`src/rtl/debug_uart_rx_core.sv`:
```
// Debug UART receiver: 8N1, LSB first, 2-flop synchronized input.
// Define DEBUG_UART_RX_FRAMING_CHECK_EN to drop bytes with a bad stop bit.
module debug_uart_rx_core #(
  parameter int TICKS_PER_BIT      = 191,
  parameter int TICKS_PER_BIT_SIZE = 8
) (
  input  logic       i_clk,
  input  logic       reset,
  input  logic       i_enable,
  input  logic       i_din_priortobuffer,
  output logic [7:0] o_rxdata,
  output logic       o_recvdata,
  output logic       o_busy
);

  localparam int SZ = TICKS_PER_BIT_SIZE;
  localparam logic [SZ-1:0] C_HALF = SZ'(TICKS_PER_BIT / 2);
  localparam logic [SZ-1:0] C_LAST = SZ'(TICKS_PER_BIT - 1);
  localparam logic [SZ-1:0] C_ONE  = SZ'(1);

  typedef enum logic [2:0] {
    S_IDLE,
    S_START,
    S_DATA,
    S_STOP,
    S_WAIT_HIGH
  } state_t;

  state_t        r_state;
  state_t        w_state_nx;
  logic          r_sync1;
  logic          r_rx_s;
  logic [SZ-1:0] r_cnt;
  logic [SZ-1:0] w_cnt_nx;
  logic [2:0]    r_bit;
  logic [2:0]    w_bit_nx;
  logic [7:0]    r_shift;
  logic [7:0]    w_shift_nx;
  logic [7:0]    r_rxdata;
  logic [7:0]    w_rxdata_nx;
  logic          r_recv;
  logic          w_recv_nx;
  logic          r_busy;
  logic          w_busy_nx;

  always_comb begin
    w_state_nx  = r_state;
    w_cnt_nx    = r_cnt;
    w_bit_nx    = r_bit;
    w_shift_nx  = r_shift;
    w_rxdata_nx = r_rxdata;
    w_recv_nx   = 1'b0;
    unique case (r_state)
      S_IDLE: begin
        if (i_enable && !r_rx_s) begin
          w_state_nx = S_START;
          w_cnt_nx   = '0;
        end
      end
      S_START: begin
        if (r_cnt == C_HALF) begin
          w_cnt_nx   = '0;
          w_bit_nx   = 3'd0;
          w_state_nx = r_rx_s ? S_IDLE : S_DATA;
        end else begin
          w_cnt_nx = r_cnt + C_ONE;
        end
      end
      S_DATA: begin
        if (r_cnt == C_LAST) begin
          w_cnt_nx   = '0;
          w_shift_nx = {r_rx_s, r_shift[7:1]};
          w_bit_nx   = r_bit + 3'd1;
          if (r_bit == 3'd7) begin
            w_state_nx = S_STOP;
          end
        end else begin
          w_cnt_nx = r_cnt + C_ONE;
        end
      end
      S_STOP: begin
        if (r_cnt == C_LAST) begin
          w_cnt_nx = '0;
`ifdef DEBUG_UART_RX_FRAMING_CHECK_EN
          if (r_rx_s) begin
            w_rxdata_nx = r_shift;
            w_recv_nx   = 1'b1;
            w_state_nx  = S_IDLE;
          end else begin
            w_state_nx  = S_WAIT_HIGH;
          end
`else
          w_rxdata_nx = r_shift;
          w_recv_nx   = 1'b1;
          w_state_nx  = S_IDLE;
`endif
        end else begin
          w_cnt_nx = r_cnt + C_ONE;
        end
      end
      S_WAIT_HIGH: begin
        if (r_rx_s) begin
          w_state_nx = S_IDLE;
        end
      end
      default: w_state_nx = S_IDLE;
    endcase
    // registered busy tracks the state, so it drops on the pulse edge
    w_busy_nx = (w_state_nx != S_IDLE);
  end

  always_ff @(posedge i_clk) begin
    if (!reset) begin
      r_sync1  <= 1'b1;
      r_rx_s   <= 1'b1;
      r_state  <= S_IDLE;
      r_cnt    <= '0;
      r_bit    <= 3'd0;
      r_shift  <= 8'h00;
      r_rxdata <= 8'h00;
      r_recv   <= 1'b0;
      r_busy   <= 1'b0;
    end else begin
      r_sync1  <= i_din_priortobuffer;
      r_rx_s   <= r_sync1;
      r_state  <= w_state_nx;
      r_cnt    <= w_cnt_nx;
      r_bit    <= w_bit_nx;
      r_shift  <= w_shift_nx;
      r_rxdata <= w_rxdata_nx;
      r_recv   <= w_recv_nx;
      r_busy   <= w_busy_nx;
    end
  end

  assign o_rxdata   = r_rxdata;
  assign o_recvdata = r_recv;
  assign o_busy     = r_busy;

endmodule

```
`config.mk`:
```
export PLATFORM = sky130hd
export DESIGN_NAME = debug_uart_rx_core
export DESIGN_NICKNAME = d
export VERILOG_FILES = /design/src/rtl/debug_uart_rx_core.sv
export SDC_FILE = /design/constraint.sdc
export NUM_CORES = 1
export LEC_CHECK = 0
export ABC_AREA = 1
export CORE_ASPECT_RATIO = 0.9
export CORE_UTILIZATION = 50
export CTS_CLUSTER_DIAMETER = 50
export DETAILED_ROUTE_END_ITERATION = 7
export GPL_TIMING_DRIVEN = 0
export PLACE_DENSITY_LB_ADDON = 0.15
export SLEW_MARGIN = 0
export SYNTH_ARGS = -nofsm -noshare
export SYNTH_HDL_FRONTEND = slang
export SYNTH_SLANG_ARGS = --single-unit
```
`constraint.sdc`:
```
create_clock -name i_clk -period 2.8 [get_ports i_clk]
set_clock_uncertainty 0.15 [all_clocks]
set_input_delay 0.84 -clock i_clk [delete_from_list [all_inputs] [get_ports i_clk]]
set_output_delay 0.84 -clock i_clk [all_outputs]
set_load 0.01 [all_outputs]
```
==> metrics.txt <==
Top Ports=14; Final nets=238; CP Launch Type=flop; vias in the first global route=1,277; outcome=finished clean; ANT cells=0; Post-synth EDFFs=0; clock root cell=clkbuf_4; row count=18; Final min period=2.21 ns; HP Class=reg2reg; CTS hold repair buffers=0; final setup vio count=0; Initial DRC Count=66; cell count after synthesis=211; crit-path cells=clkdlybuf4s50_1; share of cells above drive strength 1=0.139; DR vias/cell=5.14; synth-to-layout area growth=15.7%; cell family with most CP delay=buffers and inverters; measured slew at the worst slew-check pin=0.501 ns; die height=55.4 um; WL/cell=11.9 um; CP bufs+invs=1; initial core utilization=0.549; CP max-delay cell=clkdlybuf4s50_1; critical setup path kind=reg2out; die footprint=0.00339 mm^2; Synth Warn #=0; CTS Buffer Depth=2; Pleak=0.000760 uW; worst hold slack=0.283 ns; total grt overflow=0; final wirelength=3220 um; routed vias=1,393; slew margin rel.=0.666; CORE AREA=0.00288 mm^2; RSZ-0062 raised after global routing=false; clock slew at reported path FFs=0.10 ns; Total Power=869 uW; Setup crit end kind=output port; Clock Sinks=34; Inst Count DP=263; Layout fillers=271; gr usage total=0.213; multi-input combinational cell area=781 um^2; # Max-Cap Violations=0; Post-DRT Antenna Nets=0; final hold vios=0; number of detailed-route iterations in the first pass=5; VDD IR-drop max=359 uV; PD cells=475 mW/mm^2; CP Data Arrival Time=1.22 ns; Final Wtd Congestion=0.858; async set-reset flop share out of synthesis=0; PortBufs=12; CTS HTree Levels=2; Mapped Area=0.00158 mm^2; register area=681 um^2; post-synthesis cell type count=28; Crit Path Max Fanout=2; Synth Net Count=219; CTS Buf Count=5; crit-path max cell delay=0.53 ns; postcts setup bufs=0; first-pass GRT wire length=5340 um; Fmax achieved=0.453 GHz; Post-synth top flop=dfxtp_1; count of state elements after synthesis=34; fin. max-slew vios=0; initial antenna violation count=0; CTS tree=yes; Final HPWL DP=2320 um; part of the Yosys area used for sequential elements=0.430; CP required=1.81 ns; setup TNS=0 ns; cts repair resizes=0; Chip Width=61.3 um; final design utilization=0.635; Clk Latency, worst-skew pair=0.34 ns; Non-Filler Instances=271; Residual DRC=0; largest net degree at the start of global routing=11; Post-Syn Area per Cell=7.50 um^2; post-route clock period utilization=0.789
[cell families (layout without fill, tap and decap cells)]
family | Yosys count | count (layout) | synth area share
and+or+nand+nor | 117 | 117 | 0.358
DFF | 34 | 34 | 0.430
buffers and inverters | 29 | 49 | 0.0760
AOI/OAI and AO/OA | 25 | 25 | 0.0934
adders and majority gates | 4 | 4 | 0.0316
xor gates and xnor gates | 2 | 2 | 0.0111
[where the power goes]
part / total, uW / leakage, uW / switching [uW] / internal (uW)
registers: 492 / 0.000275 / 3.45 / 488
clock network: 341 / 0.0000446 / 169 / 172
logic: 37.1 / 0.000441 / 23.8 / 13.3
total: 869 / 0.000760 / 196 / 673
[cell type report]
class                   count  area share
plain buffers               6      0.0185
flip-flops and latches     34       0.372
well taps                  40      0.0273
repair buffers             12      0.0656
clock buffers               8      0.0431
inverters                  23      0.0472
multi-input cells         148       0.427
[cells in the mapped netlist (2+ instances only)]
master    count  area, um^2
nand2_1      46         173
dfxtp_1      34         681
nand3_1      30         150
inv_1        21        78.8
nor2_1       20        75.1
a21oi_1      17        85.1
nand2_2       5        31.3
ha_1          4        50.1
buf_2         3        15.0
nand4_1       3        18.8
nor2_4        3        33.8
or2_2         3        18.8
clkbuf_1      2        7.51
inv_2         2        7.51
nand2_4       2        22.5
nor2_2        2        12.5
o21ai_0       2        10.0
xor2_1        2        17.5
[cells in the final DEF, fill, tap and decap left out, drive strengths merged, types with 2 or more instances in the layout]
| cell | count |
|---|---|
| nand2 | 53 |
| dfxtp | 34 |
| nand3 | 31 |
| nor2 | 25 |
| inv | 23 |
| a21oi | 17 |
| clkdlybuf4s50 | 12 |
| clkbuf | 10 |
| ha | 4 |
| buf | 4 |
| o21ai | 4 |
| nand4 | 3 |
| or2 | 3 |
| xor2 | 2 |
[path summary, 6_finish.rpt]
path / from / end / slack [ns] / depth (start not counted)
worst min-delay path: r_sync1 / r_rx_s / 0.28 / 1
worst min register to register: r_sync1 / r_rx_s / 0.28 / 1
worst max register to register: r_cnt[0] / r_cnt[6] / 1.00 / 9
worst max-delay path: o_rxdata[4] / o_rxdata[4] / 0.59 / 1
[routing by layer]
metal  routed length (um)  vias to the layer above  global-route usage  part of all wire
met5                    0                        -                   0                 0
met2                 1520                       36               0.311              0.47
met3                  151                        8              0.0585             0.047
li1                     -                      718                   -                 -
met4                   61                        0               0.123             0.019
met1                 1490                      631               0.275              0.46
[per-stage QoR]
stage | instance area (um^2) | setup WS [ns]
final | 1830 | 0.592
after detailed placement | 1750 | 0.478
after floorplan | 1580 | 0.999
after global placement | 1750 | 0.491
after global routing | 1830 | 0.528
after CTS | 1830 | 0.580
[state kept, by name (all words and copies together) (netlist names)]
signal and count:
r_cnt 8, r_state 3, r_sync1 1, r_shift 8
r_bit 3, o_rxdata 8, o_recvdata 1, o_busy 1
r_rx_s 1
Power figures use the tool's default switching activity.
==> variant 1 (same settings) <==
The option `DEBUG_UART_RX_FRAMING_CHECK_EN` is turned on by a define.
--- a/src/rtl/debug_uart_rx_core.sv
+++ b/src/rtl/debug_uart_rx_core.sv
@@ -1,5 +1,7 @@
 // Debug UART receiver: 8N1, LSB first, 2-flop synchronized input.
 // Define DEBUG_UART_RX_FRAMING_CHECK_EN to drop bytes with a bad stop bit.
+`define DEBUG_UART_RX_FRAMING_CHECK_EN
+
 module debug_uart_rx_core #(
   parameter int TICKS_PER_BIT      = 191,
   parameter int TICKS_PER_BIT_SIZE = 8
Function: no difference found for any inputs over 10 cycles, from zero or initial values and one cycle with reset low; that may be too few to reach the edited logic, so the function may still have changed.
==> variant 1 against the original RTL <==
  * Power fell by 5.3%
  * Largest cell class unchanged
  * Clock power fell by 14%
  * Fmax fell by 1.7%
  * Register-to-register slack improved by 0.04 ns
  * Area after synthesis fell by 1.2%
  * Final cell count fell by 3.0%
  * Utilization fell by 0.33 points
  * Critical path type unchanged
  * Routed wire length fell by 3.8%
  * Final area fell by 1.3%
  * Sequential cell count did not move
  * Setup slack got worse by 0.039 ns
  * Critical path depth did not move
==> variant 1: results (changes against the original RTL) <==
crit path DAT=1.26 ns (+0.04 ns); Clock power frac=35.6% (-3.6 points); max incr delay on CP=0.55 ns (+0.02 ns); worst-case vdd ir drop=346 uV (-3.7%); Pint=624 uW (-7.3%); Via density=5.05 (-1.8%); RD Place Congestion=0.900 (+4.9%); Max Buffers Root-to-Sink=2 (unchanged); Routed Wire Length=3.10 mm (-3.8%); syn nets=210 (-4.1%); GRT Util Overall=22.4% (+1.1 points); vias in the first global route=1221 (-4.4%); fin nets=230 (-3.4%); share of cells above drive strength 1=15.7% (+1.8 points); Clock Root Buffer=clkbuf_4; Met3 Wirelength=190 um (+26%); asr flop ratio synth=0% (unchanged); hpwl dp=2.25 mm (-2.8%); r2r startpoint=r_cnt[1]$_SDFFE_PN0P_; status=complete, no violations; IO buf count=13 (+1); DR iter-0 viols=81 (+23%); placed insts=255 (-3.0%); Routed met2 length=1.41 mm (-7.1%); count of cell types in the netlist=30 (+7.1%); first-pass GRT wire length=5.32 mm (-0.39%); Met1 Wirelength=1.44 mm (-3.8%); most frequent cells after synthesis=nand2_1 (36), dfxtp_1 (34), inv_1 (26); synthesized instance count=202 (-4.3%); register area share after synthesis=43.6% (+0.52 points); ranking of synthesized cells by area=dfxtp_1 (44%), nand2_1 (8.6%), inv_1 (6.2%), a21oi_1 (5.4%), nor2_1 (5.3%); hold_sp=r_sync1$_SDFF_PN1_; delay-heaviest family, CP=buffers and inverters; Reg2Reg Setup Slack=1.04 ns (+0.04 ns); DRT Pass-1 Iters=4 (-1); vias post-DR=1327 (-4.7%); Comb power frac=4.7% (+0.4 points); CP startpoint=o_rxdata[5]$_SDFFE_PN0P_; largest net degree at the start of global routing=12 (+1); Lkg Pwr=0.000817 uW (+7.5%); worst relative slew slack=78.0% (+11 points)
variant 1: changes by cell type after synthesis, moves of 5 or more:
cell / delta
nand3_1: -18
o21ai_0: +12
nand2_1: -10
inv_1: +5
variant 1: cell type report:
class / count / area [um^2]
fillers: 251 / 1050
multi-input cells: 135 / 737
flip-flops and latches: 34 / 681
repair buffers: 13 / 130
inverters: 29 / 109
clock buffers: 6 / 51.3
well taps: 40 / 50.0
plain buffers: 4 / 36.3
clock inverters: 2 / 12.5
variant 1: metrics by stage:
step | cell area (um^2) | util [%] | hold WS [ns] | worst slack [ns] | power [uW]
global route | 1810 | 63.2 | 0.290 | 0.481 | 868
CTS | 1810 | 63.2 | 0.275 | 0.543 | 831
floorplan | 1560 | - | 0.243 | 1.13 | 527
finish | 1810 | 63.2 | 0.272 | 0.553 | 824
global placement | 1740 | 60.9 | 0.247 | 0.508 | 539
detailed placement | 1740 | 60.9 | 0.250 | 0.484 | 541
variant 1: cell families after synthesis:
group | after synthesis | share of synthesized area [%]
AOI/OAI and AO/OA | 39 | 13.9
adders and majority gates | 4 | 3.20
and+or+nand+nor | 89 | 28.3
xor gates and xnor gates | 3 | 1.68
DFF | 34 | 43.6
buffers and inverters | 33 | 9.29
variant 1: worst paths after layout:
check                                              to  cells past startpoint
worst max-delay path                      o_rxdata[5]                      1
worst min-delay path                r_rx_s$_SDFF_PN1_                      1
worst max register to register  r_cnt[7]$_SDFFE_PN0P_                      6
worst min register to register      r_rx_s$_SDFF_PN1_                      1
variant 1: per-layer routing:
layer | GRT usage (%) | up-vias
met5 | 0 | -
met4 | 7.58 | 0
met3 | 8.84 | 8
met2 | 36.1 | 38
met1 | 27.4 | 600
li1 | - | 681
==> variant 2 (config.mk and constraints unchanged) <==
Made on the original files. Put one more register stage on the output `o_rxdata`, without a reset. The value now appears one clock later. The other outputs are not delayed to match.
--- a/src/rtl/debug_uart_rx_core.sv
+++ b/src/rtl/debug_uart_rx_core.sv
@@ -133,7 +133,9 @@
     end
   end
 
-  assign o_rxdata   = r_rxdata;
+  always_ff @(posedge i_clk) begin
+    o_rxdata <= r_rxdata;
+  end
   assign o_recvdata = r_recv;
   assign o_busy     = r_busy;
 
Formal check against the unedited RTL: no difference found for any inputs over 10 cycles, from zero or initial values and one cycle with reset low; that may be too few to reach the edited logic, so the function may still have changed.
==> variant 2 against the original RTL <==
  * Sequential cell count increased by 8
  * Area after synthesis is 12% higher
  * Hold slack got worse by 0.079 ns
  * Final cell count is 5.2% higher
  * Power rose by 40%
  * Setup slack improved by 0.078 ns
  * Sequential power grew 23%
  * Critical path depth stayed put
  * Final area grew 14%
  * Via count is 2.3% lower
  * Routed wire length down 8.8%
==> variant 2: results (changes against the original RTL) <==
status=complete, no violations; grt met1 use=23.7% (-3.8 points); Lkg Pwr=0.000936 uW (+23%); Filler Cell Count=323 (+19%); CP startpoint=o_rxdata[5]$_DFF_P_; syn nets=229 (+4.6%); fin nets=248 (+4.2%); Hold Path End=o_rxdata[3]$_DFF_P_; register area share after synthesis=47.3% (+4.2 points); Pint=975 uW (+45%); most frequent cells after synthesis=nand2_1 (50), dfxtp_1 (42), inv_1 (27); DR iter-0 viols=69 (+4.5%); GR Util met3=5.23% (-0.62 points); RD Place Congestion=0.826 (-3.7%); count of cell types in the netlist=21 (-25%); Clock Root Buffer=clkbuf_8; crit path DAT=1.14 ns (-0.08 ns); Routed Wire Length=2.94 mm (-8.8%); Reg2Reg Setup Slack=1.12 ns (+0.12 ns); asr flop ratio synth=0% (unchanged); first-pass GRT wire length=5.02 mm (-6.1%); DP Area=1950 um^2 (+12%); worst-skew pair later-pin latency=0.30 ns (-0.04 ns); Global Route met2 Usage=26.6% (-4.4 points); vias in the first global route=1135 (-11%); DRT Pass-1 Iters=4 (-1); vias post-DR=1361 (-2.3%); hpwl dp=2.17 mm (-6.2%); ranking of synthesized cells by area=dfxtp_1 (47%), nand2_1 (11%), inv_1 (5.7%), a21oi_1 (5.3%), nor2_1 (5.3%); WHS Path Cells=0 (-1); hold_sp=r_rxdata[3]$_SDFFE_PN0P_; Reg-to-Reg End=r_cnt[4]$_SDFFE_PN0P_; worst-case vdd ir drop=400 uV (+11%); CP Max Fanout=1 (-1); FF-to-FF path depth=8 (-1); worst relative slew slack=68.4% (+1.8 points); CTS clock-pin slew for the worst setup and hold paths=0.08 ns (-0.02 ns); share of cells above drive strength 1=12.9% (-0.99 points); r2r startpoint=r_cnt[1]$_SDFFE_PN0P_; GRT Util Overall=18.3% (-3.0 points); Tmin final=2.13 ns (-0.0783 ns)
[variant 2: cell types whose count changed after synthesis, moves of 3 or more]
cell and delta:
buf_2 -3, dfxtp_1 +8, inv_1 +6, nand2_1 +4
nand2_4 +3, nand3_1 -18, nor2_1 +5, o21ai_0 +10
[variant 2: worst max-delay path by stage]
| stage | to | slack, ns | depth (start not counted) |
|---|---|---|---|
| 6_report | o_rxdata[5] | 0.67 | 1 |
| 5_1_grt | o_rxdata[5] | 0.62 | 1 |
| 4_1_cts | o_rxdata[2] | 0.65 | 1 |
| 3_5_place_dp | r_cnt[6]$_SDFFE_PN0P_ | 0.45 | 8 |
| 3_3_place_gp | r_cnt[6]$_SDFFE_PN0P_ | 0.46 | 8 |
| 2_1_floorplan | r_sync1$_SDFF_PN1_ | 1.06 | 3 |
[variant 2: layer usage]
| layer | vias up | share of wire [%] |
|---|---|---|
| li1 | 724 | - |
| met1 | 612 | 50 |
| met2 | 21 | 44 |
| met3 | 4 | 4.3 |
| met4 | 0 | 1.7 |
| met5 | - | 0 |
[variant 2: cells by family after synthesis]
logic type / synth area share (%)
compound gates: 9.63
xor+xnor: 1.48
fa+ha+maj: 2.81
buf+inv: 7.81
flops: 47.3
simple gates: 31.0
[variant 2: layout make-up]
type	instances	area (um^2)	share of cell area, %
Buffer	4	30.0	1.44
Timing Repair Buffer	12	120	5.74
Multi-Input combinational cell	146	800	38.2
Sequential cell	42	841	40.2
Tap cell	44	55.1	2.63
Clock buffer	5	68.8	3.29
Inverter	29	109	5.20
Clock inverter	3	68.8	3.29
[variant 2: power groups by stage]
stage | Combinational [uW] | Sequential, uW | Clock, uW
2_1_floorplan | 31.0 | 619 | 0
3_3_place_gp | 42.7 | 620 | 0
3_5_place_dp | 42.9 | 620 | 0
4_1_cts | 43.1 | 606 | 581
5_1_grt | 49.7 | 606 | 604
6_report | 42.3 | 606 | 566
[variant 2: per-stage QoR]
stage	setup WS (ns)	hold WS [ns]	total power (uW)	cells
after floorplan	1.06	0.181	650	221
after global placement	0.462	0.184	662	277
after detailed placement	0.452	0.189	663	277
after CTS	0.654	0.208	1230	285
after global routing	0.621	0.213	1260	285
final	0.670	0.204	1210	285
